===== src/rtl/dcache_bank.sv =====
// Word-addressed data cache bank: valid/ready LDR/STR port, byte-enabled stores
// committed through a one-entry store buffer with load forwarding, reset-time clear sweep.
package Utilities;
    localparam logic [4:0] LDR = 5'd1;
    localparam logic [4:0] STR = 5'd2;
endpackage

module dcache_bank #(
    parameter int unsigned DATA_WIDTH = 32,
    parameter int unsigned ADDR_WIDTH = 5,
    parameter int unsigned INIT_CLEAR = 1
) (
    input  logic                    clock,
    input  logic                    reset,
    input  logic                    req_valid,
    output logic                    req_ready,
    input  logic [4:0]              req_uop,
    input  logic [ADDR_WIDTH-1:0]   req_addr,
    input  logic [DATA_WIDTH-1:0]   req_data,
    input  logic [DATA_WIDTH/8-1:0] req_be,
    output logic                    rsp_valid,
    output logic [DATA_WIDTH-1:0]   rsp_data,
    output logic                    busy
);

    localparam int unsigned NB    = DATA_WIDTH / 8;
    localparam int unsigned DEPTH = 2 ** ADDR_WIDTH;
    localparam logic [ADDR_WIDTH:0] LAST = (ADDR_WIDTH + 1)'(DEPTH - 1);

    typedef enum logic {INIT, READY} state_t;

    state_t state, state_next;
    logic [ADDR_WIDTH:0] sweep_cnt;

    logic [DATA_WIDTH-1:0] mem [DEPTH];

    logic                  sb_valid;
    logic [ADDR_WIDTH-1:0] sb_addr;
    logic [DATA_WIDTH-1:0] sb_data;
    logic [NB-1:0]         sb_be;

    logic                  accept, is_ldr, is_str;
    logic                  wr_en;
    logic [ADDR_WIDTH-1:0] wr_addr;
    logic [DATA_WIDTH-1:0] wr_data;
    logic [NB-1:0]         wr_be;
    logic [DATA_WIDTH-1:0] ld_word;

    always_ff @(posedge clock or posedge reset) begin
        if (reset) begin
            state <= (INIT_CLEAR != 0) ? INIT : READY;
        end else begin
            state <= state_next;
        end
    end

    always_comb begin
        state_next = state;
        req_ready  = 1'b0;
        busy       = 1'b0;
        case (state)
            INIT: begin
                busy = 1'b1;
                if (sweep_cnt == LAST) begin
                    state_next = READY;
                end
            end
            READY: begin
                req_ready = 1'b1;
            end
            default: ;
        endcase
    end

    always_ff @(posedge clock or posedge reset) begin
        if (reset) begin
            sweep_cnt <= '0;
        end else if (state == INIT) begin
            sweep_cnt <= sweep_cnt + (ADDR_WIDTH + 1)'(1);
        end
    end

    assign accept = req_valid && req_ready;
    assign is_ldr = (req_uop == Utilities::LDR);
    assign is_str = (req_uop == Utilities::STR);

    // Buffer valid only for the cycle after capture; the drain is that next edge.
    always_ff @(posedge clock or posedge reset) begin
        if (reset) begin
            sb_valid <= 1'b0;
            sb_addr  <= '0;
            sb_data  <= '0;
            sb_be    <= '0;
        end else begin
            sb_valid <= accept && is_str;
            if (accept && is_str) begin
                sb_addr <= req_addr;
                sb_data <= req_data;
                sb_be   <= req_be;
            end
        end
    end

    // Single write port shared by sweep and drain; never both since INIT takes no requests.
    always_comb begin
        wr_en   = 1'b0;
        wr_addr = sb_addr;
        wr_data = sb_data;
        wr_be   = sb_be;
        if (state == INIT) begin
            wr_en   = 1'b1;
            wr_addr = sweep_cnt[ADDR_WIDTH-1:0];
            wr_data = '0;
            wr_be   = '1;
        end else if (sb_valid) begin
            wr_en = 1'b1;
        end
    end

    always_ff @(posedge clock) begin
        if (wr_en) begin
            for (int unsigned i = 0; i < NB; i++) begin
                if (wr_be[i]) begin
                    mem[wr_addr][8*i +: 8] <= wr_data[8*i +: 8];
                end
            end
        end
    end

    // Merge uses the pre-edge buffer, so a load accepted on the drain edge still forwards.
    always_comb begin
        ld_word = mem[req_addr];
        for (int unsigned i = 0; i < NB; i++) begin
            if (sb_valid && (sb_addr == req_addr) && sb_be[i]) begin
                ld_word[8*i +: 8] = sb_data[8*i +: 8];
            end
        end
    end

    always_ff @(posedge clock or posedge reset) begin
        if (reset) begin
            rsp_valid <= 1'b0;
            rsp_data  <= '0;
        end else begin
            rsp_valid <= accept && is_ldr;
            if (accept) begin
                if (is_ldr) begin
                    rsp_data <= ld_word;
                end else if (!is_str) begin
                    rsp_data <= '0;
                end
            end
        end
    end

endmodule

===== config.mk =====
export PLATFORM = sky130hd
export DESIGN_NAME = dcache_bank
export DESIGN_NICKNAME = d
export VERILOG_FILES = /design/src/rtl/dcache_bank.sv
export SDC_FILE = /design/constraint.sdc
export NUM_CORES = 1
export LEC_CHECK = 0
export CORE_MARGIN = 1
export CORE_UTILIZATION = 55
export CTS_BUF_LIST = sky130_fd_sc_hd__clkbuf_4 sky130_fd_sc_hd__clkbuf_8
export DETAILED_ROUTE_END_ITERATION = 12
export MAX_ROUTING_LAYER = met4
export PLACE_DENSITY = 0.79
export SETUP_SLACK_MARGIN = 0.3
export SLEW_MARGIN = 5
export SYNTH_ARGS = -nofsm -noshare
export SYNTH_HDL_FRONTEND = slang
export SYNTH_SLANG_ARGS = --single-unit

===== constraint.sdc =====
create_clock -name clock -period 3.7 [get_ports clock]
set_input_delay 1.11 -clock clock [delete_from_list [all_inputs] [get_ports clock]]
set_output_delay 1.11 -clock clock [all_outputs]
set_load 0.05 [all_outputs]

### Word level (Yosys, flattened, before mapping)

Memory sizes are Yosys's and may differ from the RTL's.
Cells that the tools add are included.

| storage, ports and cells | value |
|---|---|
| latch bits | 0 |
| bits in writable memories | 1,024 |
| output and inout port bits | 35 |
| memories kept | 1 |
| memory bits (read-only) | 0 |
| logic and storage cells | 51 |
| bits in registers | 82 |
| input port bits | 49 |

Memories:

| name | depth | width | read ports | clocked after Yosys merged registers in | write ports | line | RTL |
|---|---|---|---|---|---|---|---|
| mem | 32 | 32 | 1 | 0 | 1 | 35 | `logic [DATA_WIDTH-1:0] mem [DEPTH];` |

| cells by class | value |
|---|---|
| bitwise gates (word level) | 0 |
| reduce and logical (&&, ||, !) cells | 9 |
| order comparisons | 0 |
| shift-type cells | 0 |
| eq/ne operators | 5 |
| $add $sub $neg | 1 |
| multiply operators | 0 |
| multiplexer cells | 27 |
| div/mod/pow operators | 0 |

Operator list:

| operator | number |
|---|---|
| $mux 32 | 3 |
| $mux 8 | 4 |
| $mux 1 | 18 |
| $logic_and 1x1->1 | 8 |
| $add 6x1->6 const B | 1 |
| $eq 6x5->1 const B | 1 |
| $eq 5x1->1 const B | 1 |
| $eq 5x2->1 const B | 1 |
| $eq 5x5->1 | 1 |
| $mux 5 | 1 |
| $mux 4 | 1 |
| $ne 2x2->1 const B | 1 |
| $reduce_and 2->1 | 1 |

### Longest topological paths before layout

| logic depth | value |
|---|---|
| depth after elaboration | 5 |
| mapped depth | 9 |
| gate-level depth less buffers | 5 |

### Worst setup path after synthesis

Ideal clock, no wire load.

| timing | value |
|---|---|
| path type | reg-to-reg |
| from | reg state |
| to | mem mem[2][0] (enable) |
| path buffers | 1 |
| required time | 3,317 ps |
| setup slack | 585 ps |
| library setup time | 383 ps |
| period minus slack after synthesis | 3,115 ps |
| stages on the path, launching flop included | 6 |
| arrival time | 2,731 ps |
| cell sequence | dfrtp_1 > clkinv_1 > o31ai_1 > nand2_1 > clkbuf_1 > nor3_1 |

| between the ends | value |
|---|---|
| cells in the longest elaborated chain, start to end | 4 |
| elaborated cells between the ends (all ways) | 6 |
| classes of those cells | mux (6) |

RTL lines:

| item | line | RTL |
|---|---|---|
| from (decl) | 32 | `state_t state, state_next;` |
| from (signal assigned) | 51 | `state <= (INIT_CLEAR != 0) ? INIT : READY;` |
| from (signal assigned) | 53 | `state <= state_next;` |
| $mux 4 | 110 | `if (state == INIT) begin` |
| $mux 1 | 123 | `if (wr_be[i]) begin` |
| $mux 1 | 121 | `if (wr_en) begin` |
| $mux 1 (implied by the code) | 124 | `mem[wr_addr][8*i +: 8] <= wr_data[8*i +: 8];` |
| to (decl) | 35 |  |

Parallel ways exist; a longest one is shown, timed or not.

### Final worst setup path

| timing | value |
|---|---|
| from | reg state |
| to | out busy |

| between the ends | value |
|---|---|
| cells in the longest elaborated chain, start to end | 1 |

RTL lines:

| item | line | RTL |
|---|---|---|
| $mux 1 | 61 | `case (state)` |
| to (decl) | 23 | `output logic busy` |

No other way between the ends.

==> metrics.md <==
| Metric | Value |
|---|---|
| Storage element area | `32,800 sq um` |
| Seq/Total Area, Yosys | `0.760` |
| I/O Buffers | `83` |
| Final cell count without fillers | `3,671` |
| Crit path time final | `3.34 ns` |
| Die footprint | `79,600 sq um` |
| Slew at the pin closest to its max-slew limit | `1.38 ns` |
| R2R setup slack | `0.53 ns` |
| Maximum fanout along the worst path | `17` |
| Hold Crit Class | `reg -> reg` |
| Max frequency | `0.299 GHz` |
| First-pass GRT wire length | `152,000 um` |
| R2R depth | `4` |
| RR Startpoint | `state` |
| Largest net degree at the start of global routing | `61` |
| Final Hold Viols | `0` |
| Grt total ovfl | `0` |
| # clock sinks | `1,106` |
| Clock power frac | `0.389` |
| DR vias/cell | `6.39` |
| Pint | `19.6 mW` |
| Slew margin rel. | `0.0753` |
| Die height | `282 um` |
| Syn nets | `2,241` |
| Mapped cell area | `43,200 sq um` |
| CTS H-tree depth | `4` |
| Synth top area cells | `edfxtp_1, mux4_2, dfrtp_1` |
| Peak supply drop | `0.425 mV` |
| Area delta synth->final | `15.5%` |
| CP Class | `reg -> out` |
| Leading area contributor after synthesis | `edfxtp_1` |
| Critical Path Source Type | `register` |
| Final setup violation count | `0` |
| Sequential share of power | `0.550` |
| Comb pwr share | `0.061` |
| Hold Path Stages | `1` |
| TNS Setup | `0 ns` |
| Ys flop type | `edfxtp_1` |
| Gr usage total | `0.275` |
| Clock Skew | `0.0362 ns` |
| Synth cell count leaders | `edfxtp_1, mux4_2, nor3_1` |
| # placed instances | `3,369` |
| Drt total wl | `103,000 um` |
| Met3 Resource Use GR | `0.0612` |
| Distinct cells, synth | `53` |
| RSZ-0062 raised after global routing | `false` |
| Count leader, synth | `edfxtp_1` |
| MaxCap Viol Count | `0` |
| Fin. max-slew vios | `0` |
| Final net count | `2,548` |
| Count of state elements after synthesis | `1,106` |
| Critical Path RT | `2.59 ns` |
| Total iterations of the first detailed-routing run | `5` |
| P_sw | `5.63 mW` |
| Busiest grt layer | `met2` |
| GR Layer Usage met1 | `0.370` |
| Die width | `282 um` |
| Post-Route Utilization | `0.643` |
| Status | `completed` |
| DRT antenna net count | `0` |
| CTS hold repair buffers | `0` |
| Leakage | `16.3 nW` |
| Core area | `77,600 sq um` |
| Clk Latency, worst-skew pair | `0.82 ns` |
| Synthesized area per cell | `19.7 sq um` |
| Fillers | `5,003` |
| DR iter-0 viols | `3,242` |
| Routed vias | `23,400` |
| Longest Clk Path Bufs | `3` |
| Hpwl dp | `65,400 um` |
| Initial antenna violation count | `3` |
| GPL Wtd Cong | `0.926` |
| Worst flop-to-flop path endpoint | `mem[24][4]` |
| Async set or reset register ratio after synthesis | `0.0741` |
| Yosys warnings | `0` |
| Vias in the first global route | `23,600` |
| Initial Util | `0.557` |
| Number of buffers created by CTS | `166` |
| Sw Ratio | `0.223` |
| Worst Setup End Kind | `primary output` |
| Arrival @ worst endpoint | `2.23 ns` |
| Clk root buf | `clkbuf_8` |
| Hold path startpoint | `sweep_cnt[5]` |
| Met2 usage | `0.411` |
| Cells after Synth | `2,191` |
| Rows | `102` |
| Part of the cycle the worst path needs | `0.903` |
| Clock transition at path regs | `0.05 ns` |
| Post-synth EDFFs | `1,024` |
| Share of cells above drive strength 1 | `0.308` |
| Total power divided by cell area | `507 nW/um^2` |
| IO Pins | `84` |
| Worst Hold Path EP | `sweep_cnt[5]` |
| Yosys top cell area share | `0.712` |
| Routed WL per cell | `27.9 um` |
| Multi-input logic area | `9860 sq um` |
| # DRC | `0` |
| CTS tree | `done` |
| PnR Total Power | `25.3 mW` |
per-layer routing:
layer / share of wire / vias to the layer above / wire (um)
li1: - / 9593 / -
met1: 0.37 / 12000 / 38200
met2: 0.48 / 1572 / 49200
met3: 0.11 / 242 / 11400
met4: 0.037 / 0 / 3770
met5: 0 / - / 0
flip-flops by register name, summed over array words and instances (netlist names):
register,flops
sb_data,32
rsp_valid,1
sb_be,4
sb_valid,1
state,1
mem,1024
rsp_data,32
sb_addr,5
sweep_cnt,6
what timing repair did:
item                                    in CTS  in global routing
cloned                                       0                  0
endpoints found under the setup margin       2                  1
buffers inserted                             0                  0
endpoints found under the hold margin        0                  0
resized for setup                            7                  1
metrics by stage:
| stage | area (sq um) | hold WS, ns | setup WS [ns] |
|---|---|---|---|
| after floorplan | 43200 | 0.437 | 0.482 |
| after global placement | 46500 | 0.455 | 0.221 |
| after detailed placement | 46500 | 0.464 | 0.0626 |
| after CTS | 49800 | 0.476 | 0.302 |
| after global routing | 49900 | 0.503 | 0.302 |
| final | 49900 | 0.489 | 0.357 |
cell families (layout without fill, tap and decap cells):
kind of cell | Yosys count | in the layout | synth area share
xor gates and xnor gates | 10 | 10 | 0.00203
adders and majority gates | 1 | 1 | 0.000290
DFF | 1106 | 1106 | 0.760
buffers and inverters | 151 | 588 | 0.0155
other | 0 | 3 | 0
muxes | 320 | 320 | 0.149
and+or+nand+nor | 399 | 399 | 0.0442
AOI/OAI and AO/OA | 204 | 204 | 0.0292
worst max-delay path, stage by stage (launching register included):
cell,delay (ns)
dfrtp_4,0.58
clkinv_2,0.17
buf_4,0.26
clkdlybuf4s15_2,0.41
layout make-up:
type,count,share of cell area
diodes,3,0.000151
clock buffers,229,0.0571
clock inverters,69,0.00886
inverters,12,0.000978
multi-input cells,934,0.198
flip-flops and latches,1106,0.658
well taps,1040,0.0261
repair buffers,278,0.0513
cells in the final DEF, fill, tap and decap left out, drive strengths merged, types with 6 or more instances in the layout:
master	instances
nor4	7
mux4	254
nand3	8
clkinvlp	7
o22ai	54
clkbuf	229
clkinv	55
inv	15
a22oi	32
xnor2	9
dfrtp	82
mux2i	18
a21oi	10
mux2	48
buf	199
and2	33
edfxtp	1024
clkdlybuf4s50	77
nand2	99
nor2	100
a31oi	6
nor3	129
o21ai	79
how the worst max path moves through the flow:
stage / start / endpoint / slack [ns] / cells after the start
floorplan: reset / rsp_data[0] / 0.48 / 1
global placement: req_uop[3] / rsp_data[15] / 0.22 / 6
detailed placement: req_uop[3] / rsp_data[10] / 0.06 / 6
CTS: state / busy / 0.30 / 3
global route: state / busy / 0.30 / 3
finish: state / busy / 0.36 / 3
power by group through the flow:
stage	clock network (mW)	logic [mW]	registers, mW
final	9.83	1.54	13.9
after global routing	10.5	1.61	13.9
after CTS	9.93	1.52	13.9
after detailed placement	0	1.52	14.2
after global placement	0	1.46	14.2
after floorplan	0	0.842	14.1
Note: power is estimated with default switching activity, not from simulation.
